<file path="config.mk">
export PLATFORM = sky130hd
export DESIGN_NAME = game_sequencer
export DESIGN_NICKNAME = d
export VERILOG_FILES = /design/src/rtl/game_seq_pkg.sv /design/src/rtl/game_sequencer_bcd_down_timer.sv /design/src/rtl/game_sequencer.sv
export SDC_FILE = /design/constraint.sdc
export NUM_CORES = 1
export LEC_CHECK = 0
export ABC_AREA = 1
export CORE_UTILIZATION = 40
export DETAILED_ROUTE_END_ITERATION = 12
export HOLD_SLACK_MARGIN = 0.03
export PLACE_DENSITY = 0.7
export SETUP_SLACK_MARGIN = 0.05
export SLEW_MARGIN = 20
export SYNTH_ARGS = -nofsm -noshare
export SYNTH_HDL_FRONTEND = slang
export SYNTH_HIERARCHICAL = 1
export SYNTH_SLANG_ARGS = --single-unit
</file>
<file path="constraint.sdc">
create_clock -name Clk -period 5.2 [get_ports Clk]
set_input_delay 1.04 -clock Clk [delete_from_list [all_inputs] [get_ports Clk]]
set_output_delay 1.04 -clock Clk [all_outputs]
set_load 0.02 [all_outputs]
</file>
<file path="src/rtl/game_seq_pkg.sv">
// Shared types, widths and helpers for the Crossy Robbers round/phase sequencer.
package game_seq_pkg;

  localparam int unsigned PHASE_W = 3;
  localparam int unsigned BCD_W   = 8;
  localparam int unsigned NIB_W   = 4;
  localparam int unsigned FCNT_W  = 8;

  typedef enum logic [PHASE_W-1:0] {
    PH_TITLE     = 3'd0,
    PH_COUNTDOWN = 3'd1,
    PH_PLAY      = 3'd2,
    PH_PAUSED    = 3'd3,
    PH_ROUND_END = 3'd4,
    PH_GAME_OVER = 3'd5
  } phase_t;

  localparam logic [1:0] WIN_NONE = 2'b00;
  localparam logic [1:0] WIN_P1   = 2'b01;
  localparam logic [1:0] WIN_P2   = 2'b10;
  localparam logic [1:0] WIN_TIE  = 2'b11;

  // Converts a 0..99 constant to packed {tens, ones} BCD.
  function automatic logic [BCD_W-1:0] to_bcd(input int unsigned v);
    return {NIB_W'((v / 10) % 10), NIB_W'(v % 10)};
  endfunction

endpackage

</file>
<file path="src/rtl/game_sequencer_bcd_down_timer.sv">
// Two-digit BCD seconds down-counter shared by the countdown, round and end-wait timers.
module bcd_down_timer
  import game_seq_pkg::*;
(
  input  logic             clk,
  input  logic             rst_n,
  input  logic             load,
  input  logic [BCD_W-1:0] load_val,
  input  logic             dec,
  output logic [BCD_W-1:0] value,
  output logic             zero_c,
  output logic             one_c
);

  logic [BCD_W-1:0] value_q, value_d;

  assign zero_c = (value_q == '0);
  assign one_c  = (value_q == BCD_W'(1));
  assign value  = value_q;

  // Load wins over decrement; the count saturates at 00.
  always_comb begin
    value_d = value_q;
    if (load) begin
      value_d = load_val;
    end else if (dec && !zero_c) begin
      if (value_q[NIB_W-1:0] == '0) begin
        value_d = {value_q[BCD_W-1:NIB_W] - NIB_W'(1), NIB_W'(9)};
      end else begin
        value_d = {value_q[BCD_W-1:NIB_W], value_q[NIB_W-1:0] - NIB_W'(1)};
      end
    end
  end

  always_ff @(posedge clk) begin
    if (!rst_n) begin
      value_q <= '0;
    end else begin
      value_q <= value_d;
    end
  end

endmodule

</file>
<file path="src/rtl/game_sequencer.sv">
// Round/phase controller: frame-tick derivation, phase FSM, round timer and win tracking.
// Optional pause support is enabled by defining GAME_SEQ_PAUSE_EN.
module game_sequencer
  import game_seq_pkg::*;
#(
  parameter int unsigned FRAMES_PER_SEC = 60,
  parameter int unsigned COUNTDOWN_SECS = 3,
  parameter int unsigned ROUND_SECS     = 60,
  parameter int unsigned ENDWAIT_SECS   = 2,
  parameter int unsigned ROUNDS         = 3
) (
  input  logic       Clk,
  input  logic       Reset_n,
  input  logic       VS,
  input  logic       Continue,
  input  logic [7:0] P1Score,
  input  logic [7:0] P2Score,
  input  logic       P1Out,
  input  logic       P2Out,
  output logic [2:0] Phase,
  output logic       RunEn,
  output logic       ClearRound,
  output logic [7:0] TimerBcd,
  output logic [1:0] Round,
  output logic [1:0] Wins1,
  output logic [1:0] Wins2,
  output logic [1:0] Winner
);

  localparam logic [FCNT_W-1:0] FRAME_LAST  = FCNT_W'(FRAMES_PER_SEC - 1);
  localparam logic [BCD_W-1:0]  CD_BCD      = to_bcd(COUNTDOWN_SECS);
  localparam logic [BCD_W-1:0]  ROUND_BCD   = to_bcd(ROUND_SECS);
  localparam logic [BCD_W-1:0]  ENDWAIT_BCD = to_bcd(ENDWAIT_SECS);
  localparam logic [1:0]        ROUND_LAST  = 2'(ROUNDS - 1);
  localparam logic [1:0]        WINS_MAJ    = 2'(ROUNDS / 2);

  logic vs_meta_q, vs_sync_q, vs_prev_q, frame_tick_q, frame_tick_d;
  logic cont_meta_q, cont_sync_q, cont_prev_q, press_q, press_d;

  phase_t            state_q, state_d;
  logic [FCNT_W-1:0] frame_cnt_q, frame_cnt_d;
  logic [1:0]        round_q, round_d, wins1_q, wins1_d, wins2_q, wins2_d;
  logic [1:0]        winner_q, winner_d;
  logic              run_en_q, run_en_d, clear_round_q, clear_round_d;

  logic             sec_tick, keep_frames, round_over, match_over;
  logic             tmr_load, tmr_dec, tmr_zero_c, tmr_one_c;
  logic [BCD_W-1:0] tmr_load_val, tmr_value;

  bcd_down_timer u_timer (
    .clk      (Clk),
    .rst_n    (Reset_n),
    .load     (tmr_load),
    .load_val (tmr_load_val),
    .dec      (tmr_dec),
    .value    (tmr_value),
    .zero_c   (tmr_zero_c),
    .one_c    (tmr_one_c)
  );

  // Rising edges of the synchronized VS (end of sync) and Continue.
  always_comb begin
    frame_tick_d = vs_sync_q & ~vs_prev_q;
    press_d      = cont_sync_q & ~cont_prev_q;
  end

  always_comb begin
    state_d       = state_q;
    frame_cnt_d   = frame_cnt_q;
    round_d       = round_q;
    wins1_d       = wins1_q;
    wins2_d       = wins2_q;
    clear_round_d = 1'b0;
    tmr_load      = 1'b0;
    tmr_load_val  = '0;
    tmr_dec       = 1'b0;
    keep_frames   = 1'b0;
    sec_tick      = frame_tick_q && (frame_cnt_q == FRAME_LAST);
    round_over    = (sec_tick && tmr_one_c) || (P1Out && P2Out);
    match_over    = (round_q == ROUND_LAST) || (wins1_q > WINS_MAJ) || (wins2_q > WINS_MAJ);

    if (frame_tick_q) begin
      frame_cnt_d = sec_tick ? '0 : frame_cnt_q + FCNT_W'(1);
    end

    case (state_q)
      PH_TITLE: begin
        if (press_q) begin
          state_d       = PH_COUNTDOWN;
          clear_round_d = 1'b1;
          tmr_load      = 1'b1;
          tmr_load_val  = CD_BCD;
        end
      end
      PH_COUNTDOWN: begin
        if (sec_tick && tmr_one_c) begin
          state_d      = PH_PLAY;
          tmr_load     = 1'b1;
          tmr_load_val = ROUND_BCD;
        end else begin
          tmr_dec = sec_tick && !tmr_zero_c;
        end
      end
      PH_PLAY: begin
        // Expiry and both-out share one evaluation; scores are sampled only here.
        if (round_over) begin
          if (P1Score > P2Score) begin
            wins1_d = wins1_q + 2'd1;
          end else if (P2Score > P1Score) begin
            wins2_d = wins2_q + 2'd1;
          end
          state_d      = PH_ROUND_END;
          tmr_load     = 1'b1;
          tmr_load_val = ENDWAIT_BCD;
        end else begin
          tmr_dec = sec_tick && !tmr_zero_c;
`ifdef GAME_SEQ_PAUSE_EN
          if (press_q) begin
            state_d     = PH_PAUSED;
            keep_frames = 1'b1;
          end
`endif
        end
      end
`ifdef GAME_SEQ_PAUSE_EN
      PH_PAUSED: begin
        frame_cnt_d = frame_cnt_q;
        if (press_q) begin
          state_d     = PH_PLAY;
          keep_frames = 1'b1;
        end
      end
`endif
      PH_ROUND_END: begin
        if (press_q || (sec_tick && tmr_one_c)) begin
          if (match_over) begin
            state_d = PH_GAME_OVER;
          end else begin
            state_d       = PH_COUNTDOWN;
            round_d       = round_q + 2'd1;
            clear_round_d = 1'b1;
            tmr_load      = 1'b1;
            tmr_load_val  = CD_BCD;
          end
        end else begin
          tmr_dec = sec_tick && !tmr_zero_c;
        end
      end
      PH_GAME_OVER: begin
        if (press_q) begin
          state_d = PH_TITLE;
          round_d = '0;
          wins1_d = '0;
          wins2_d = '0;
        end
      end
      default: state_d = PH_TITLE;
    endcase

    // Phase entry restarts the second; pause/resume keeps the partial second.
    if ((state_d != state_q) && !keep_frames) begin
      frame_cnt_d = '0;
    end

    run_en_d = (state_d == PH_PLAY);
    winner_d = WIN_NONE;
    if (state_d == PH_GAME_OVER) begin
      if (wins1_d > wins2_d) begin
        winner_d = WIN_P1;
      end else if (wins2_d > wins1_d) begin
        winner_d = WIN_P2;
      end else begin
        winner_d = WIN_TIE;
      end
    end
  end

  always_ff @(posedge Clk) begin
    if (!Reset_n) begin
      vs_meta_q     <= 1'b0;
      vs_sync_q     <= 1'b0;
      vs_prev_q     <= 1'b0;
      frame_tick_q  <= 1'b0;
      cont_meta_q   <= 1'b0;
      cont_sync_q   <= 1'b0;
      cont_prev_q   <= 1'b0;
      press_q       <= 1'b0;
      state_q       <= PH_TITLE;
      frame_cnt_q   <= '0;
      round_q       <= '0;
      wins1_q       <= '0;
      wins2_q       <= '0;
      winner_q      <= WIN_NONE;
      run_en_q      <= 1'b0;
      clear_round_q <= 1'b0;
    end else begin
      vs_meta_q     <= VS;
      vs_sync_q     <= vs_meta_q;
      vs_prev_q     <= vs_sync_q;
      frame_tick_q  <= frame_tick_d;
      cont_meta_q   <= Continue;
      cont_sync_q   <= cont_meta_q;
      cont_prev_q   <= cont_sync_q;
      press_q       <= press_d;
      state_q       <= state_d;
      frame_cnt_q   <= frame_cnt_d;
      round_q       <= round_d;
      wins1_q       <= wins1_d;
      wins2_q       <= wins2_d;
      winner_q      <= winner_d;
      run_en_q      <= run_en_d;
      clear_round_q <= clear_round_d;
    end
  end

  assign Phase      = state_q;
  assign RunEn      = run_en_q;
  assign ClearRound = clear_round_q;
  assign TimerBcd   = tmr_value;
  assign Round      = round_q;
  assign Wins1      = wins1_q;
  assign Wins2      = wins2_q;
  assign Winner     = winner_q;

endmodule

</file>
# Word-level counts from Yosys, hierarchy flattened
# Cells that the tools add are included.
# word_totals
register_bits,37
input_bits,22
output_inout_bits,21
wordCells,114
# op_classes
addsub,6
n_lt_le_gt_ge,6
eq_ne,13
mux,43
n_bitwise,6
reduce_logical,21
# ops
op,count
two-way mux 8 bit,4
two-way mux 2 bit,14
one-hot mux 7 bit (4 select lines),1
two-way mux 3 bit,6
greater-than comparator 8 bit,2
one-hot mux 3 bit (5 select lines),1
one-hot mux 2 bit (2 select lines),3
two-way mux 1 bit,10
"== test 3 bit, second input constant",3
"adder 8 x 1 -> 8 bit, second input constant",1
"== test 8 x 1 -> 1 bit, second input constant",1
"== test 8 x 6 -> 1 bit, second input constant",1
logical NOT 8 bit,1
"subtractor 4 x 1 -> 4 bit, second input constant",2
two-way mux 7 bit,1
"adder 2 x 1 -> 2 bit, second input constant",3
"== test 3 x 2 -> 1 bit, second input constant",2
"!= test 2 bit, second input constant",3
nonzero test 2 bit,3
logical AND 1 bit,5
"greater-than comparator 2 x 1 -> 1 bit, second input constant",2
greater-than comparator 2 bit,2
logical NOT 4 bit,1
logical OR 1 bit,4
14 further kinds,19

# Longest topological paths before layout
# Gate-level depths: netlist (run 1).
# depth
ltp_word,9
ltp_mapped,19
ltp_nobuf,18

# Modules after synthesis
# Netlist (run 1), hierarchy kept.
# modules_own_cells
module,n_inst,cells_per_inst,area_per_inst_um2,seq_area_each_um2
game_sequencer,1,236,1727.9,580.6
bcd_down_timer,1,90,574.3,160.2

# Worst setup path before layout (run 1)
# Ideal clock, no wire load.
# synth_timing
path_kind,input to register
start,input P1Score[7]
end,"register winner_q[0], in the netlist Winner[0]"
setup_time_ns,0.064
arrival_time_ns,2.635
required_ns,5.136
slack_ns,2.501
cell_stages,13
path_buffers,0
cell_sequence,inv_1 > ha_1 > a21o_1 > nor2_1 > nand2_1 > nor2_4 > nand2_1 > nand2_1 > nand2_1 > ha_1 > a21oi_1 > a21oi_1 > nor2_1
# synth_between
elab_chain_cells,8
elab_cells_between_ends,13
cone_classes,order compare (4); mux (9)
# synth_rtl
item,line_no,source
start: declaration,game_sequencer.sv:16,"input logic [7:0] P1Score,"
greater-than comparator 8 bit,game_sequencer.sv:109,end else if (P2Score > P1Score) begin
two-way mux 2 bit,game_sequencer.sv:109,
two-way mux 2 bit,game_sequencer.sv:107,if (P1Score > P2Score) begin
two-way mux 2 bit,game_sequencer.sv:106,if (round_over) begin
one-hot mux 2 bit (2 select lines),game_sequencer.sv:86,case (state_q)
greater-than comparator 2 bit,game_sequencer.sv:170,end else if (wins2_d > wins1_d) begin
two-way mux 1 bit,game_sequencer.sv:170,
two-way mux 1 bit *,game_sequencer.sv:168,if (wins1_d > wins2_d) begin
end signal: assignment,game_sequencer.sv:210,winner_q <= winner_d;
end: declaration,game_sequencer.sv:43,"logic [1:0] winner_q, winner_d;"
# Every way passes the cells marked *; elsewhere a longest branch is shown, timed or not.
# A chain may end at the register's enable or synchronous reset.

# Worst setup path in the final report (run 1)
# layout_timing
start,input P1Score[5]
end,"register winner_q[0], in the netlist Winner[0]"
# The elaborated chain is that of the path after synthesis.

==> reports/summary.md, run 1 <==
The core region is 5540 sq um. In the routed design, unresolved DRC markers number 0. The number of buffers inserted to repair setup after CTS came out at 0.

The leading cell type in the layout, fill and taps excluded is sky130_fd_sc_hd__nand2_1. After clock tree synthesis, the clock-pin slew on the worst setup and hold paths is 80 ps. The tree is rooted in a sky130_fd_sc_hd__clkbuf_8.

The number of hold violations in the final report was 0; the register share of total power was 49.7%. For this design, the CTS-stage hold fixing added 0 buffers. Of the post-synthesis cell area, the dominant cell type holds 32.2%. The arrival time reported for the critical path endpoint was 3270 ps; the clock sink count was 37. After detailed routing, the number of vias per cell comes to 4.72. Minimum period implied by the final worst setup slack: 3030 ps.

In this run the worst path has a maximum fanout of 5. The total chip power was 0.000586 W; the via count of the first global-routing pass was 2039. After detailed placement, the design holds a cell count of 441. The clock tree skew after final layout was 5.80 ps.

In the layout the commonest cells are 79 x sky130_fd_sc_hd__nand2_1, 50 x sky130_fd_sc_hd__inv_1, 42 x sky130_fd_sc_hd__clkdlybuf4s50_1. The flow ran to the end, and the final reports show no timing, DRC or antenna violations. After synthesis the netlist holds a flip-flop and latch count of 37. Once the floorplan was initialized, standard cells occupied 41.6% of the core. The tools report the number of max-slew violations in the final report as 0. Cells with a size suffix above 1 make up 13.3% of the layout. The final count of negative-setup-slack endpoints is 0, and the filler cell count is 569. The analysis attributes to cell leakage a power of 1.36 nW. Ranked by total cell area, the synthesized netlist is headed by sky130_fd_sc_hd__dfxtp_1 32%, sky130_fd_sc_hd__nand2_1 13%, sky130_fd_sc_hd__ha_1 8.7%, sky130_fd_sc_hd__inv_1 8.2%, sky130_fd_sc_hd__nor2_1 5.2%.

The netlist uses 38 different library cells. Of the total power, the share spent switching nets is 27.9%. In the post-route analysis, the smallest setup slack over all paths is 2170 ps.

The run gives 5 as the clock buffer count from CTS. Of the total power, combinational logic draws 15.1%. Input and output buffers added on the ports amount to 42. For the proportion of power drawn by the clock network, the log shows 35.2%. The logs give 449 for the number of non-filler instances in the completed layout and 0 for the max-cap violation count. The longest clock path from root to sink contains 2 buffers. The first detailed-routing pass ran for 5 iterations.

Synthesis produced 326 cells. The number of antenna violations at the first check in global routing was 0. The floorplan has 27 rows. Measured along the x axis, the die boundary spans 77.9 um.

Clock latency on the worst-skew pair, taken at its later pin, is 300 ps. The run gives 2 as the maximum level of the CTS H-tree. The global-route wire length before repair is 8270 um, and the switching component of the power is 0.000164 W.

The run gives 4550 um as the overall routed net length. Across every metal layer, demand over resource in global routing totals 17.1%. Compared with the post-synthesis result, the final layout area differs by 26.3%.

The accumulated negative setup slack was 0 ps. The wire length per cell after detailed routing came out at 10.1 um. The run gives 2300 sq um as the total standard cell area after synthesis.

At the end of routability-driven placement, the weighted congestion stood at 0.901. The run gives 52.5% as the final core utilization. TritonCTS built the clock tree. The total overflow reported by the global router is 0.

The die area was 6060 sq um. The critical path is of the primary input to flop type. Setup repair after global routing left no endpoint under its margin. Timing would allow up to 330 MHz. For the sequential area share after synthesis, the log shows 32.2%.

The share of the clock period used by the worst path after layout came out at 58.3%. The tools report the final HPWL from detailed placement as 3640 um. For the DRC violation total after the first TritonRoute iteration, the log shows 69. The number of gates resized after CTS was 0. The detail route stage leaves a number of antenna-violating nets equal to 0.

Endpoint class of the critical path: a flop. The number of warnings printed during yosys synthesis is 6, and the pin count of the biggest net entering global routing is 14. Total via count after detailed routing: 2119. The vertical die dimension was 77.9 um; the final net count was 414. The tools report the setup slack after placement as 1870 ps. The largest area contributor in the synthesized netlist was sky130_fd_sc_hd__dfxtp_1. For the worst setup path, the data required time is 5440 ps. The type of element launching the critical path was a primary input. For the worst voltage drop across the vdd grid, the log shows 152 uV. The repair_antennas step left the layout with diodes totalling 0. Pin placement for this block handled 43 I/O pins.

The internal power of the cells totals 0.000423 W. The path class of the tightest hold or removal check is flop to flop. Dividing total power by cell area gives a power density of 202 nW/um^2. The synthesized area divided by synthesized cell count is 7.06 sq um.
cell families (layout without fill, tap and decap cells):
kind of cell               after synthesis  in the layout  synth area share [%]
and+or+nand+nor                        169            169                  36.8
buffers and inverters                   60            108                  9.95
AOI/OAI and AO/OA                       41             41                  11.4
DFF                                     37             37                  32.2
adders and majority gates               16             16                  8.70
xor gates and xnor gates                 2              2                 0.761
other                                    1              4                 0.163
cell type report:
class | instances | area, sq um | area share [%]
clock buffers | 5 | 68.8 | 2.37
clock inverters | 3 | 22.5 | 0.775
inverters | 58 | 220 | 7.58
multi-input cells | 232 | 1340 | 46.2
flip-flops and latches | 37 | 741 | 25.5
well taps | 72 | 90.1 | 3.10
repair buffers | 42 | 420 | 14.5
cell usage after synthesis (all sizes together):
cell,count
a21boi,1
a21o,1
a21oi,17
a22oi,1
a311oi,1
a31oi,2
buf,1
clkbuf,1
conb,1
dfxtp,37
ha,16
inv,58
nand2,89
nand3,22
nand3b,2
nand4,4
nor2,48
nor3,2
nor4,1
o211ai,1
o21ai,17
or2,1
xnor2,1
xor2,1
sequential cells by signal, indices dropped and copies added (netlist names), 2 cells and up:
register and count:
frame_cnt_q 8, u_timer/value 8, Phase 3, Round 2
Winner 2, Wins1 2, Wins2 2
layer usage:
metal	vias to the layer above	GRT usage (%)	part of all wire, %
met3	6	4.00	4.1
met4	0	8.11	1.5
met1	950	20.4	46
met2	38	28.6	48
met5	-	0	0
li1	1125	-	-
critical path, stage by stage:
cell and delay, ps:
sky130_fd_sc_hd__clkdlybuf4s50_1 460, sky130_fd_sc_hd__inv_1 50, sky130_fd_sc_hd__ha_1 300, sky130_fd_sc_hd__a21oi_1 130
sky130_fd_sc_hd__nor2_1 50, sky130_fd_sc_hd__nor2_1 110, sky130_fd_sc_hd__nand2_1 170, sky130_fd_sc_hd__nor2_4 160
sky130_fd_sc_hd__nand2_1 60, sky130_fd_sc_hd__nand2_1 50, sky130_fd_sc_hd__nand2_1 60, sky130_fd_sc_hd__ha_1 310
sky130_fd_sc_hd__a21oi_1 180, sky130_fd_sc_hd__a21oi_1 60, sky130_fd_sc_hd__nor2_1 100
power groups by stage:
stage | Clock, W | Sequential, W | Combinational (W)
after floorplan | 0 | 0.000301 | 0.0000544
after global placement | 0 | 0.000298 | 0.0000875
after detailed placement | 0 | 0.000298 | 0.0000892
after CTS | 0.000214 | 0.000291 | 0.0000894
after global routing | 0.000226 | 0.000292 | 0.000100
final | 0.000207 | 0.000291 | 0.0000884
path summary, 6_finish.rpt:
path	cells after the start	slack [ps]	from	to
min reg2reg	1	390	vs_prev_q$_SDFF_PN0_	frame_tick_q$_SDFF_PN0_
min	1	390	vs_prev_q$_SDFF_PN0_	frame_tick_q$_SDFF_PN0_
max	15	2170	P1Score[5]	Winner[0]$_SDFF_PN0_
max reg2reg	18	2180	u_timer/value[4]$_SDFFE_PN0P_	u_timer/value[7]$_SDFFE_PN0P_
per-stage QoR:
step	area, sq um	hold slack, ps
global placement	2820	371
floorplan	2310	368
CTS	2910	391
finish	2910	386
detailed placement	2820	381
global route	2910	409
(Power assumes the default switching activity.)
==> inputs of run 2 (changes only) <==
Settings changed: PLACE_DENSITY 0.7 to 0.72.
Clock period 5.2 ns to 2.65 ns, I/O delays scaled along.
==> run 2 against run 1 <==
Compared with the run above: sequential cell count unchanged; wire length up 1.1%; final cell count up 1.8%; die area unchanged; sequential power up 97%; critical path depth unchanged; clock power up 140%; critical path type unchanged; largest cell class unchanged.
==> reports/summary.md, run 2 (synthesis results as in run 1) <==
The run finished with clean final reports. The routed via count divided by cell count is 4.61, and the clock buffer count from CTS is 5. Of the available clock period, the critical path in the final layout requires 94.1%. The clock transition at the registers of the reported paths was 70 ps. The clock latency at the later pin of the worst-skew pair was 290 ps; the register-to-register setup slack was 300 ps.

The first global-routing pass estimated 8210 um of wire. Relative to the synthesized area, the layout overhead comes to 31.0%. The floorplan has 27 rows. For this design the top-level I/O count stands at 43.

The worst-case IR drop observed on VDD is 292 uV. For the final routed database, the setup TNS stands at 0 ps. Setup violations remaining at the end of the flow were counted as 0. The clock tree skew after final layout is 6.31 ps, and the wire length per cell after detailed routing is 10.1 um. Counting along the longest clock path gives a buffer depth of 2. The die boundary width works out to 77.9 um.

The tree is rooted in a sky130_fd_sc_hd__clkbuf_8. After floorplanning, the core was sized to cover 5540 sq um. Summing over every cut layer, the via total after detailed routing is 2106.

Leading cell type in the layout, fill and taps excluded: sky130_fd_sc_hd__nand2_1. For this run, the top clock speed supported by timing is 401 MHz. The worst setup path is captured at a flop. Across all setup checks in the final design, the least slack found is 157 ps. The count of nets left with antenna violations once routing finished came out at 0. The total overflow reported by the global router is 0, and the minimum period implied by the final worst setup slack is 2490 ps.

TritonCTS built the clock tree. In the layout the commonest cells are 78 x sky130_fd_sc_hd__nand2_1, 50 x sky130_fd_sc_hd__inv_1, 42 x sky130_fd_sc_hd__clkdlybuf4s50_1. The run gives 0 as the max-cap violation count. Cells with a size suffix above 1 make up 15.8% of the layout. For the worst endpoint required time, the log shows 2880 ps. The tools report the number of antenna violations at the first check in global routing as 0. STA puts the critical path data arrival time at 2720 ps.

The clock tree synthesis step divided the H-tree into 2 levels. The static leakage was 1.41 nW; the final HPWL from detailed placement was 3680 um. The detailed router finished its first iteration with 95 violations.

The number of remaining DRC errors is 0. The worst hold path belongs to the class flop to flop. For the final net count, the log shows 422. Entering global routing, the biggest net connects 13 pins.

The tree built by TritonCTS fans out to 37 sinks. The worst setup path is of the primary input to flop kind. In this run the power density over the cells is 418 nW/um^2.

For this design, the CTS-stage hold fixing added 0 buffers. The repair_antennas step left the layout with diodes totalling 0. The tools report the type of element launching the critical path as a primary input. For the global-route total usage across every layer, the log shows 17.1%. Setup repair after global routing could not meet its margin everywhere. The tools report the detailed-routing iteration count for the pre-antenna-repair pass as 4.

Buffers placed on the I/O ports in this run total 42. At the end of routability-driven placement, the weighted congestion stood at 0.811. The vertical die dimension is 77.9 um.

The run gives 0 as the number of max-slew violations in the final report. The number of hold violations in the final report came out at 0. Of all nets on the critical path, the largest fanout is 4.

OpenSTA, run right after detailed placement, puts the worst setup slack at -164 ps. The die covers 6060 sq um. For this configuration, the core starts out at a cell density of 41.6%.

The layout has 536 filler cells. The overall routed net length was 4600 um; the via count of the first global-routing pass was 1962.
[run 2: cell types whose count changed in the layout (fill, tap and decap cells not counted), sizes merged]
cell    before  now
buf          0    8
bufinv       0    1
clkbuf       5    7
clkinv       3    0
[run 2: worst max-delay path, stage by stage]
cell and delay [ps]:
sky130_fd_sc_hd__clkdlybuf4s50_1 460, sky130_fd_sc_hd__inv_1 50, sky130_fd_sc_hd__ha_1 320, sky130_fd_sc_hd__a21oi_2 140, sky130_fd_sc_hd__nor2_1 50, sky130_fd_sc_hd__nor2_1 110
sky130_fd_sc_hd__nand2_2 110, sky130_fd_sc_hd__nor2_4 130, sky130_fd_sc_hd__nand2_1 50, sky130_fd_sc_hd__nand2_1 50, sky130_fd_sc_hd__nand2_1 70, sky130_fd_sc_hd__ha_1 330
sky130_fd_sc_hd__a21oi_2 160, sky130_fd_sc_hd__a21oi_1 50, sky130_fd_sc_hd__nor2_1 100
[run 2: final timing paths]
path                                 start                             to  depth (start not counted)
max                             P1Score[5]           Winner[0]$_SDFF_PN0_                         15
min                   vs_prev_q$_SDFF_PN0_        frame_tick_q$_SDFF_PN0_                          1
max reg2reg  u_timer/value[4]$_SDFFE_PN0P_  u_timer/value[7]$_SDFFE_PN0P_                         18
min reg2reg           vs_prev_q$_SDFF_PN0_        frame_tick_q$_SDFF_PN0_                          1
[run 2: repair_timing]
action | in CTS | in global routing
resized for setup | 0 | 4
buffers inserted | 0 | 2
setup endpoints to repair | 0 | 7
[run 2: cell type report]
type,count,area [sq um],share of cell area [%]
Multi-Input combinational cell,232,1370,45.4
Sequential cell,37,741,24.6
Timing Repair Buffer,50,480,15.9
Inverter,58,220,7.30
Tap cell,72,90.1,2.99
Clock buffer,7,86.3,2.86
Clock inverter,1,30.0,0.995
[run 2: metrics by stage]
stage	hold slack, ps	total power [W]	utilization [%]	instances	area (sq um)
2_1_floorplan	368	0.000697	-	329	2320
3_3_place_gp	372	0.000767	51.7	447	2870
3_5_place_dp	370	0.000770	51.7	447	2870
4_1_cts	383	0.00127	53.8	455	2980
5_1_grt	397	0.00133	54.4	457	3020
6_report	382	0.00126	54.4	457	3020
[run 2: report_power, final]
part / switching [W] / internal, W
clock: 0.000194 / 0.000307
sequential: 0.00000625 / 0.000566
combinational: 0.000102 / 0.0000876
total: 0.000302 / 0.000960
[run 2: routing by layer]
| layer | global-route usage (%) | vias up | wire (um) |
|---|---|---|---|
| li1 | - | 1136 | - |
| met3 | 3.76 | 7 | 125 |
| met4 | 7.55 | 0 | 70 |
| met1 | 20.9 | 933 | 2250 |
| met5 | 0 | - | 0 |
| met2 | 28.8 | 30 | 2160 |
